$ cat src/rtl/decoder_serial_rx.sv
// Serial receiver feeding the decoder: synchronizes three async pad signals,
// deserializes WIDTH-bit code words and holds each under valid/ready.
// Optional even-parity trailer bit enabled by defining DEC_SERIAL_RX_PARITY_EN.
module decoder_serial_rx #(
  parameter int WIDTH       = 7,
  parameter int SYNC_STAGES = 2,
  parameter int MSB_FIRST   = 1
) (
  input  logic             clock,
  input  logic             reset_n,
  input  logic             ser_clk_i,
  input  logic             ser_data_i,
  input  logic             frame_n_i,
  input  logic             code_ready_i,
  output logic [WIDTH-1:0] code_o,
  output logic             code_valid_o,
  output logic             frame_err_o,
  output logic             overrun_o,
  output logic             parity_err_o
);

`ifdef DEC_SERIAL_RX_PARITY_EN
  localparam int PAR_BITS = 1;
`else
  localparam int PAR_BITS = 0;
`endif
  localparam logic [3:0] DATA_BITS  = 4'(WIDTH);
  localparam logic [3:0] FRAME_BITS = 4'(WIDTH + PAR_BITS);

  typedef enum logic [1:0] {
    IDLE  = 2'd0,
    SHIFT = 2'd1,
    EVAL  = 2'd2
  } state_t;

  logic [SYNC_STAGES-1:0] fr_sync_r, sck_sync_r, dat_sync_r;
  logic                   fr_dly_r, sck_dly_r, dat_dly_r;
  logic                   fr_rise_r, fr_fall_r, sck_rise_r;

  state_t                 state_r, state_nxt_s;
  logic [WIDTH-1:0]       shift_r, shift_nxt_s;
  logic [3:0]             count_r, count_nxt_s;
  logic [WIDTH-1:0]       code_r, code_nxt_s;
  logic                   valid_r, valid_nxt_s;
  logic                   frame_err_r, frame_err_nxt_s;
  logic                   overrun_r, overrun_nxt_s;
  logic                   take_bit_s, count_ok_s, parity_ok_s;

  function automatic logic [WIDTH-1:0] shift_in(input logic [WIDTH-1:0] sr, input logic b);
    if (MSB_FIRST != 0) begin
      shift_in = {sr[WIDTH-2:0], b};
    end else begin
      shift_in = {b, sr[WIDTH-1:1]};
    end
  endfunction

  // Pad synchronizers, delay flops and registered edge pulses; dat_dly_r is aligned with sck_rise_r.
  // Idle-high ser_clk and low frame_n reset values suppress edges right after reset.
  always_ff @(posedge clock) begin
    if (!reset_n) begin
      fr_sync_r  <= {SYNC_STAGES{1'b0}};
      sck_sync_r <= {SYNC_STAGES{1'b1}};
      dat_sync_r <= {SYNC_STAGES{1'b0}};
      fr_dly_r   <= 1'b0;
      sck_dly_r  <= 1'b1;
      dat_dly_r  <= 1'b0;
      fr_rise_r  <= 1'b0;
      fr_fall_r  <= 1'b0;
      sck_rise_r <= 1'b0;
    end else begin
      fr_sync_r  <= {fr_sync_r[SYNC_STAGES-2:0], frame_n_i};
      sck_sync_r <= {sck_sync_r[SYNC_STAGES-2:0], ser_clk_i};
      dat_sync_r <= {dat_sync_r[SYNC_STAGES-2:0], ser_data_i};
      fr_dly_r   <= fr_sync_r[SYNC_STAGES-1];
      sck_dly_r  <= sck_sync_r[SYNC_STAGES-1];
      dat_dly_r  <= dat_sync_r[SYNC_STAGES-1];
      fr_rise_r  <= fr_sync_r[SYNC_STAGES-1] & ~fr_dly_r;
      fr_fall_r  <= ~fr_sync_r[SYNC_STAGES-1] & fr_dly_r;
      sck_rise_r <= sck_sync_r[SYNC_STAGES-1] & ~sck_dly_r;
    end
  end

  // A bit coinciding with the frame end is dropped.
  assign take_bit_s = (state_r == SHIFT) && sck_rise_r && !fr_rise_r;
  assign count_ok_s = (count_r == FRAME_BITS);

`ifdef DEC_SERIAL_RX_PARITY_EN
  logic par_bit_r;
  logic parity_err_r;

  function automatic logic even_parity(input logic [WIDTH-1:0] d);
    even_parity = ^d;
  endfunction

  assign parity_ok_s = (par_bit_r == even_parity(shift_r));

  // Trailer bit capture and parity error pulse.
  always_ff @(posedge clock) begin
    if (!reset_n) begin
      par_bit_r    <= 1'b0;
      parity_err_r <= 1'b0;
    end else begin
      if (take_bit_s && (count_r == DATA_BITS)) begin
        par_bit_r <= dat_dly_r;
      end
      parity_err_r <= (state_r == EVAL) && count_ok_s && !parity_ok_s;
    end
  end

  assign parity_err_o = parity_err_r;
`else
  assign parity_ok_s  = 1'b1;
  assign parity_err_o = 1'b0;
`endif

  // Next-state, datapath and handshake logic.
  always_comb begin
    state_nxt_s     = state_r;
    shift_nxt_s     = shift_r;
    count_nxt_s     = count_r;
    code_nxt_s      = code_r;
    frame_err_nxt_s = 1'b0;
    overrun_nxt_s   = 1'b0;
    if (valid_r && code_ready_i) begin
      valid_nxt_s = 1'b0;
    end else begin
      valid_nxt_s = valid_r;
    end
    case (state_r)
      IDLE: begin
        if (fr_fall_r) begin
          state_nxt_s = SHIFT;
          shift_nxt_s = {WIDTH{1'b0}};
          count_nxt_s = 4'd0;
        end else begin
          state_nxt_s = IDLE;
        end
      end
      SHIFT: begin
        if (fr_rise_r) begin
          state_nxt_s = EVAL;
        end else if (take_bit_s) begin
          if (count_r != 4'd15) begin
            count_nxt_s = count_r + 4'd1;
          end else begin
            count_nxt_s = count_r;
          end
          // Bits beyond the data width never reach the word register.
          if (count_r < DATA_BITS) begin
            shift_nxt_s = shift_in(shift_r, dat_dly_r);
          end else begin
            shift_nxt_s = shift_r;
          end
        end else begin
          state_nxt_s = SHIFT;
        end
      end
      EVAL: begin
        state_nxt_s = IDLE;
        if (!count_ok_s) begin
          frame_err_nxt_s = 1'b1;
        end else if (!parity_ok_s) begin
          frame_err_nxt_s = 1'b0;
        end else if (!valid_r || code_ready_i) begin
          code_nxt_s  = shift_r;
          valid_nxt_s = 1'b1;
        end else begin
          overrun_nxt_s = 1'b1;
        end
      end
      default: begin
        state_nxt_s = IDLE;
      end
    endcase
  end

  // State, datapath and output registers.
  always_ff @(posedge clock) begin
    if (!reset_n) begin
      state_r     <= IDLE;
      shift_r     <= {WIDTH{1'b0}};
      count_r     <= 4'd0;
      code_r      <= {WIDTH{1'b0}};
      valid_r     <= 1'b0;
      frame_err_r <= 1'b0;
      overrun_r   <= 1'b0;
    end else begin
      state_r     <= state_nxt_s;
      shift_r     <= shift_nxt_s;
      count_r     <= count_nxt_s;
      code_r      <= code_nxt_s;
      valid_r     <= valid_nxt_s;
      frame_err_r <= frame_err_nxt_s;
      overrun_r   <= overrun_nxt_s;
    end
  end

  assign code_o       = code_r;
  assign code_valid_o = valid_r;
  assign frame_err_o  = frame_err_r;
  assign overrun_o    = overrun_r;

endmodule

$ cat config.mk
export PLATFORM = sky130hd
export DESIGN_NAME = decoder_serial_rx
export DESIGN_NICKNAME = d
export VERILOG_FILES = /design/src/rtl/decoder_serial_rx.sv
export SDC_FILE = /design/constraint.sdc
export NUM_CORES = 1
export LEC_CHECK = 0
export CAP_MARGIN = 20
export CORE_MARGIN = 2
export CORE_UTILIZATION = 45
export CTS_CLUSTER_SIZE = 20
export DETAILED_ROUTE_END_ITERATION = 8
export PLACE_DENSITY_LB_ADDON = 0.05
export SLEW_MARGIN = 20
export SYNTH_ARGS = -nofsm -noshare
export SYNTH_HDL_FRONTEND = slang
export SYNTH_SLANG_ARGS = --single-unit
$ cat constraint.sdc
create_clock -name clock -period 1.76 [get_ports clock]
set_input_delay 0.176 -clock clock [delete_from_list [all_inputs] [get_ports clock]]
set_output_delay 0.176 -clock clock [all_outputs]
set_load 0.005 [all_outputs]
==> flow_metrics.env, run 1 <==
export IMPL_die_width_um=59.20
export IMPL_boundaryPins=17
export IMPL_tritoncts="yes"
export IMPL_clock_tree_root_cell="sky130_fd_sc_hd__clkbuf_4"
export IMPL_final_setup_skew_ns=0.01044
export IMPL_clock_sinks=35
export IMPL_first_global_vias=845
export IMPL_dieHeight_um=59.20
export IMPL_run_status="complete, no violations"
export IMPL_layout_filler_cell_count=273
export IMPL_synth_seq_cells=35
export IMPL_layout_drive_gt1_share_pct=11.49
export IMPL_worst_setup_path_type="reg2reg"
export IMPL_worstPathRequired_ns=2.01
export IMPL_final_slew_violations=0
export IMPL_min_delay_start="sck_dly_r$_SDFF_PN1_"
export IMPL_hold_end="sck_rise_r$_SDFF_PN0_"
export IMPL_final_core_utilization_pct=53.82
export IMPL_antenna_found_initial=0
export IMPL_cts_hold_buffers=0
export IMPL_synth_simple_gate_area_share_pct=23.36
export IMPL_routed_via_density=5.033
export IMPL_ys_async_sr_fraction_pct=0
export IMPL_timing_hold_worst_class="reg2reg"
export IMPL_synth_nets=139
export IMPL_synth_compound_area_share_pct=7.299
export IMPL_final_min_period_over_clock_period_pct=90.66
export IMPL_insertedDiodeCount=0
export IMPL_synth_mux_area_fraction_pct=12.41
export IMPL_post_dp_hpwl_um=1406
export IMPL_post_route_drc_count=0
export IMPL_routed_vias=911
export IMPL_synth_top_family_by_area="simple AND/OR/NAND/NOR gates"
export IMPL_yosysWarningCount=0
export IMPL_timing_hold_worst_path_depth=1
export IMPL_synth_xor_area_share_pct=0
export IMPL_synth_enable_flop_cells=0
export IMPL_fp_dieArea_sq_um=3505
export IMPL_ir_drop_uv=430.6
export IMPL_r2r_cells=3
export IMPL_globalRouteOverflowTotal=0
export IMPL_synth_seq_area_share_pct=51.09
export IMPL_grt_pass1_wl_um=3567
export IMPL_layout_cells_most_common="sky130_fd_sc_hd__dfxtp_1"
export IMPL_cts_root_to_sink_buffers=2
export IMPL_critical_path_max_fanout=7
export IMPL_final_nets=154
export IMPL_flow_area_growth_from_synthesis_pct=16.88
export IMPL_mostFrequentLayoutCells="sky130_fd_sc_hd__dfxtp_1, sky130_fd_sc_hd__nand2_1, sky130_fd_sc_hd__mux2i_1"
export IMPL_setup_tns_ns=0
export IMPL_clk_latency_ns=0.33
export IMPL_port_buffer_count=15
export IMPL_detail_route_antenna_nets=0
export IMPL_endpoint_kind="flop"
export IMPL_route_detailed_wl_per_inst_um=11.48
export IMPL_floorplan_initialDensity_pct=46.05
export IMPL_critical_path_reg2reg_startpoint="state_r[1]$_SDFFE_PN0P_"
export IMPL_r2r_slack_ns=0.16
export IMPL_post_synth_instance_area_sq_um=1371
export IMPL_fmax_ghz=0.6267
export IMPL_post_cts_resized_instances=0
export IMPL_total_leakage_power_uw=0.0006217
export IMPL_cts_made_buffers=5
export IMPL_drv_cap=0
export IMPL_rows=20
export IMPL_critical_path_startpoint_type="flop"
export IMPL_crit_arrival_ns=1.85
export IMPL_finalCriticalPeriod_ns=1.596
export IMPL_synth_avg_cell_area_sq_um=10.39
export IMPL_setup_violations_final=0
export IMPL_unrepaired_setup_endpoints_after_global_routing="false"
export IMPL_post_synth_fa_ha_maj_area_fraction_pct=0.9124
export IMPL_power_density_nw_per_um2=831.1
export IMPL_placeable_core_area_sq_um=2978
export IMPL_gpl_final_weighted_congestion=0.6797
export IMPL_postSynth_topFlopCell="sky130_fd_sc_hd__dfxtp_1"
export IMPL_terminus_of_the_critical_flop_to_flop_path="shift_r[5]$_SDFFE_PN0P_"
export IMPL_groute_usage_overall_pct=13.85
export IMPL_yosysUniqueCellTypes=30
export IMPL_grt_start_max_net_pins=40
export IMPL_drt_pass1_iterations=4
export IMPL_cts_clk_slew_worst_paths_ns=0.10
export IMPL_cts_htree_levels=2
export IMPL_synthesis_instances=132
export IMPL_final_hold_violation_count=0
export IMPL_wl_um=2078
export IMPL_dr_first_iter_drc_count=17
export IMPL_cts_setup_buffers=0
-- report_power, final --
part / total [uW] / internal, uW / leakage (uW) / switching (uW)
registers: 805 / 801 / 0.000284 / 3.20
clock network: 481 / 235 / 0.0000386 / 246
logic: 46.6 / 24.4 / 0.000299 / 22.3
total: 1330 / 1060 / 0.000622 / 271
-- layout make-up --
cell class	instances	area [sq um]	share of cell area [%]
Multi-Input combinational cell	86	606.8	37.86
Inverter	2	7.507	0.4684
Timing Repair Buffer	17	177.7	11.09
Clock buffer	8	68.82	4.294
Tap cell	33	41.29	2.576
Sequential cell	35	700.7	43.72
-- kinds of logic after synthesis --
family / Yosys count
flops: 35
compound gates: 10
fa+ha+maj: 1
other cells: 1
buf+inv: 11
mux: 17
simple gates: 57
-- cell usage after synthesis, types with 2 or more instances --
library cell / instances / area (sq um)
sky130_fd_sc_hd__a211oi_1: 2 / 15.01
sky130_fd_sc_hd__nand3_1: 9 / 45.04
sky130_fd_sc_hd__nand2b_1: 5 / 31.28
sky130_fd_sc_hd__nor3b_1: 2 / 15.01
sky130_fd_sc_hd__nor2_1: 3 / 11.26
sky130_fd_sc_hd__o21a_1: 2 / 15.01
sky130_fd_sc_hd__dfxtp_1: 35 / 700.7
sky130_fd_sc_hd__clkbuf_1: 4 / 15.01
sky130_fd_sc_hd__mux2i_1: 17 / 170.2
sky130_fd_sc_hd__nor2b_1: 2 / 12.51
sky130_fd_sc_hd__and2_1: 7 / 43.79
sky130_fd_sc_hd__and3_1: 2 / 12.51
sky130_fd_sc_hd__buf_4: 4 / 30.03
sky130_fd_sc_hd__a21o_2: 2 / 17.52
sky130_fd_sc_hd__nand2_1: 20 / 75.07
sky130_fd_sc_hd__inv_1: 2 / 7.510
-- state kept, by name, indices dropped and copies added (netlist names) --
register	count
shift_r	7
fr_sync_r	2
code_o	7
dat_sync_r	2
frame_err_o	1
dat_dly_r	1
count_r	4
sck_rise_r	1
fr_fall_r	1
sck_sync_r	2
overrun_o	1
fr_rise_r	1
code_valid_o	1
sck_dly_r	1
state_r	2
fr_dly_r	1
-- how the worst max path moves through the flow --
| stage | startpoint | end | slack (ns) | depth (start not counted) |
|---|---|---|---|---|
| after CTS | state_r[1]$_SDFFE_PN0P_ | shift_r[5]$_SDFFE_PN0P_ | 0.16 | 3 |
| final | state_r[1]$_SDFFE_PN0P_ | shift_r[5]$_SDFFE_PN0P_ | 0.16 | 3 |
| after global placement | count_r[0]$_SDFFE_PN0P_ | code_o[1]$_SDFFE_PN0P_ | 0.26 | 5 |
| after detailed placement | state_r[1]$_SDFFE_PN0P_ | shift_r[5]$_SDFFE_PN0P_ | 0.18 | 3 |
| after global routing | count_r[0]$_SDFFE_PN0P_ | code_o[0]$_SDFFE_PN0P_ | 0.04 | 5 |
| after floorplan | count_r[0]$_SDFFE_PN0P_ | code_o[0]$_SDFFE_PN0P_ | 0.28 | 4 |
-- worst max-delay path, cell delays in order (launching register included) --
cell and delay [ns]:
sky130_fd_sc_hd__dfxtp_1 0.36, sky130_fd_sc_hd__or3b_1 0.51, sky130_fd_sc_hd__a22oi_4 0.41, sky130_fd_sc_hd__mux2i_1 0.24
-- routing by layer --
layer / up-vias / track usage [%] / wire, um
li1: 478 / - / -
met5: - / 0 / 0
met3: 7 / 4.585 / 92
met2: 18 / 21.35 / 922
met1: 408 / 16.46 / 1016
met4: 0 / 8.766 / 47
-- through the flow --
stage	worst slack, ns	hold WS (ns)	std cells	power [uW]	cell area (sq um)
final	0.1644	0.3842	181	1332	1603
after global routing	0.04435	0.3962	181	1387	1603
after CTS	0.1585	0.3873	181	1351	1603
after detailed placement	0.1850	0.3727	173	870.1	1534
after global placement	0.2564	0.3700	173	869.4	1534
after floorplan	0.2805	0.2775	132	855.6	1371
No activity file was read; power rests on OpenSTA's default activity.
==> inputs of run 2 (changes only) <==
- PLACE_DENSITY: default -> 0.79
- PLACE_DENSITY_LB_ADDON: 0.05 -> default
==> run 2 against run 1 <==
- maximum frequency is 0.30% higher
- wire length is 7.1% higher
- non-clock buffer count stayed put
- cell area is 0.70% lower
- flip-flop and latch count stayed put
- combinational power hardly changed
- largest cell class unchanged
==> flow_metrics.env, run 2 (synthesized netlist as in run 1, its figures left out) <==
export IMPL_port_buffer_count=15
export IMPL_route_detailed_wl_per_inst_um=12.30
export IMPL_mostFrequentLayoutCells="sky130_fd_sc_hd__dfxtp_1, sky130_fd_sc_hd__nand2_1, sky130_fd_sc_hd__mux2i_1"
export IMPL_endpoint_kind="flop"
export IMPL_critical_path_startpoint_type="flop"
export IMPL_critical_path_max_fanout=7
export IMPL_tritoncts="yes"
export IMPL_globalRouteOverflowTotal=0
export IMPL_final_setup_skew_ns=0.006558
export IMPL_clock_sinks=35
export IMPL_placeable_core_area_sq_um=2978
export IMPL_routed_vias=922
export IMPL_run_status="complete, no violations"
export IMPL_flow_area_growth_from_synthesis_pct=16.06
export IMPL_drv_cap=0
export IMPL_cts_setup_buffers=0
export IMPL_antenna_found_initial=0
export IMPL_critical_path_slowest_cell="sky130_fd_sc_hd__or3b_1"
export IMPL_power_density_nw_per_um2=807.4
export IMPL_routed_via_density=5.094
export IMPL_dp_cells=173
export IMPL_p_sw_uw=306.7
export IMPL_final_cell_area_sq_um=1592
export IMPL_finalCriticalPeriod_ns=1.591
export IMPL_final_min_period_over_clock_period_pct=90.39
export IMPL_crit_arrival_ns=1.86
export IMPL_cts_root_to_sink_buffers=2
export IMPL_cts_hold_buffers=0
export IMPL_final_hold_violation_count=0
export IMPL_total_leakage_power_uw=0.0006103
export IMPL_cts_htree_levels=2
export IMPL_boundaryPins=17
export IMPL_p_int_uw=978.3
export IMPL_grt_start_max_net_pins=40
export IMPL_post_cts_resized_instances=0
export IMPL_wl_um=2226
export IMPL_cts_made_buffers=5
export IMPL_setup_tns_ns=0
export IMPL_timing_critical_path_cells="or3b_1, a22oi_4, mux2i_1"
export IMPL_ir_drop_uv=557.6
export IMPL_comb_power_share_pct=3.7
export IMPL_grt_pass1_wl_um=3864
export IMPL_layout_cells_most_common="sky130_fd_sc_hd__dfxtp_1"
export IMPL_p_sw_share_pct=23.86
export IMPL_p_seq_share_pct=62.6
export IMPL_final_slew_violations=0
export IMPL_cts_clk_slew_worst_paths_ns=0.11
export IMPL_slowest_delay_ns=0.52
export IMPL_worstPathRequired_ns=2.03
export IMPL_gpl_final_weighted_congestion=0.7274
export IMPL_first_global_vias=893
export IMPL_final_core_utilization_pct=53.45
export IMPL_insertedDiodeCount=0
export IMPL_layout_drive_gt1_share_pct=12.16
export IMPL_groute_usage_overall_pct=15.54
export IMPL_rows=20
export IMPL_setup_violations_final=0
export IMPL_die_width_um=59.20
export IMPL_dr_first_iter_drc_count=20
export IMPL_area_after_dpl_sq_um=1534
export IMPL_share_clk_of_total_power_pct=33.7
export IMPL_drt_pass1_iterations=4
export IMPL_final_nets=154
export IMPL_layout_filler_cell_count=261
export IMPL_timing_hold_worst_class="reg2reg"
export IMPL_worst_setup_path_type="reg2reg"
export IMPL_fmax_ghz=0.6286
export IMPL_dieHeight_um=59.20
export IMPL_stdcell_count=181
export IMPL_floorplan_initialDensity_pct=46.05
export IMPL_detail_route_antenna_nets=0
export IMPL_post_dp_hpwl_um=1523
export IMPL_clk_latency_ns=0.34
export IMPL_post_route_drc_count=0
export IMPL_unrepaired_setup_endpoints_after_global_routing="false"
export IMPL_clock_tree_root_cell="sky130_fd_sc_hd__clkbuf_4"
export IMPL_fp_dieArea_sq_um=3505
## run 2: cell types whose count changed in the layout (fill, tap and decap cells not counted)
cell                         previous run  this run
sky130_fd_sc_hd__clkbuf_8               2         0
sky130_fd_sc_hd__clkinvlp_4             0         2
sky130_fd_sc_hd__clkbuf_1               1         0
sky130_fd_sc_hd__clkinv_2               0         1
## run 2: power groups by stage
stage          combinational [uW]  clock [uW]  sequential [uW]
5_1_grt                      51.7         492              807
3_5_place_dp                 47.2           0              823
6_report                     46.9         433              805
3_3_place_gp                 45.6           0              823
4_1_cts                      47.3         448              805
2_1_floorplan                33.4           0              822
## run 2: through the flow
stage | hold slack [ns] | power, uW | worst slack [ns]
6_report | 0.3878 | 1285 | 0.1691
4_1_cts | 0.3727 | 1301 | 0.1550
3_5_place_dp | 0.3740 | 870.3 | 0.1891
2_1_floorplan | 0.2775 | 855.6 | 0.2805
3_3_place_gp | 0.3707 | 868.3 | 0.2730
5_1_grt | 0.3655 | 1351 | 0.005990
## run 2: worst paths after layout
path | slack (ns) | depth (start not counted) | end | startpoint
setup reg to reg | 0.17 | 3 | shift_r[6]$_SDFFE_PN0P_ | state_r[1]$_SDFFE_PN0P_
hold reg to reg | 0.39 | 1 | sck_rise_r$_SDFF_PN0_ | sck_dly_r$_SDFF_PN1_
hold / removal | 0.39 | 1 | sck_rise_r$_SDFF_PN0_ | sck_dly_r$_SDFF_PN1_
setup / recovery | 0.17 | 3 | shift_r[6]$_SDFFE_PN0P_ | state_r[1]$_SDFFE_PN0P_
## run 2: final cells by class
class / instances / area, sq um / share of cell area [%]
sequential: 35 / 700.7 / 44.03
multi-input combinational: 86 / 606.8 / 38.13
timing repair buffer: 17 / 177.7 / 11.16
tap: 33 / 41.29 / 2.594
clock buffer: 5 / 37.54 / 2.358
clock inverter: 3 / 20.02 / 1.258
inverter: 2 / 7.507 / 0.4717
## run 2: worst max-delay path: cells and delay by family (launching register included)
family	cells	cell delay [ns]
AND/OR/NAND/NOR	1	0.52
AO/OA/AOI/OAI	1	0.40
flip-flops	1	0.36
multiplexers	1	0.24
## run 2: layer usage
metal	global-route usage [%]	vias up	part of all wire [%]
met4	7.792	0	2.4
li1	-	476	-
met3	7.205	6	4.0
met1	16.46	422	45
met2	25.75	18	49
met5	0	-	0
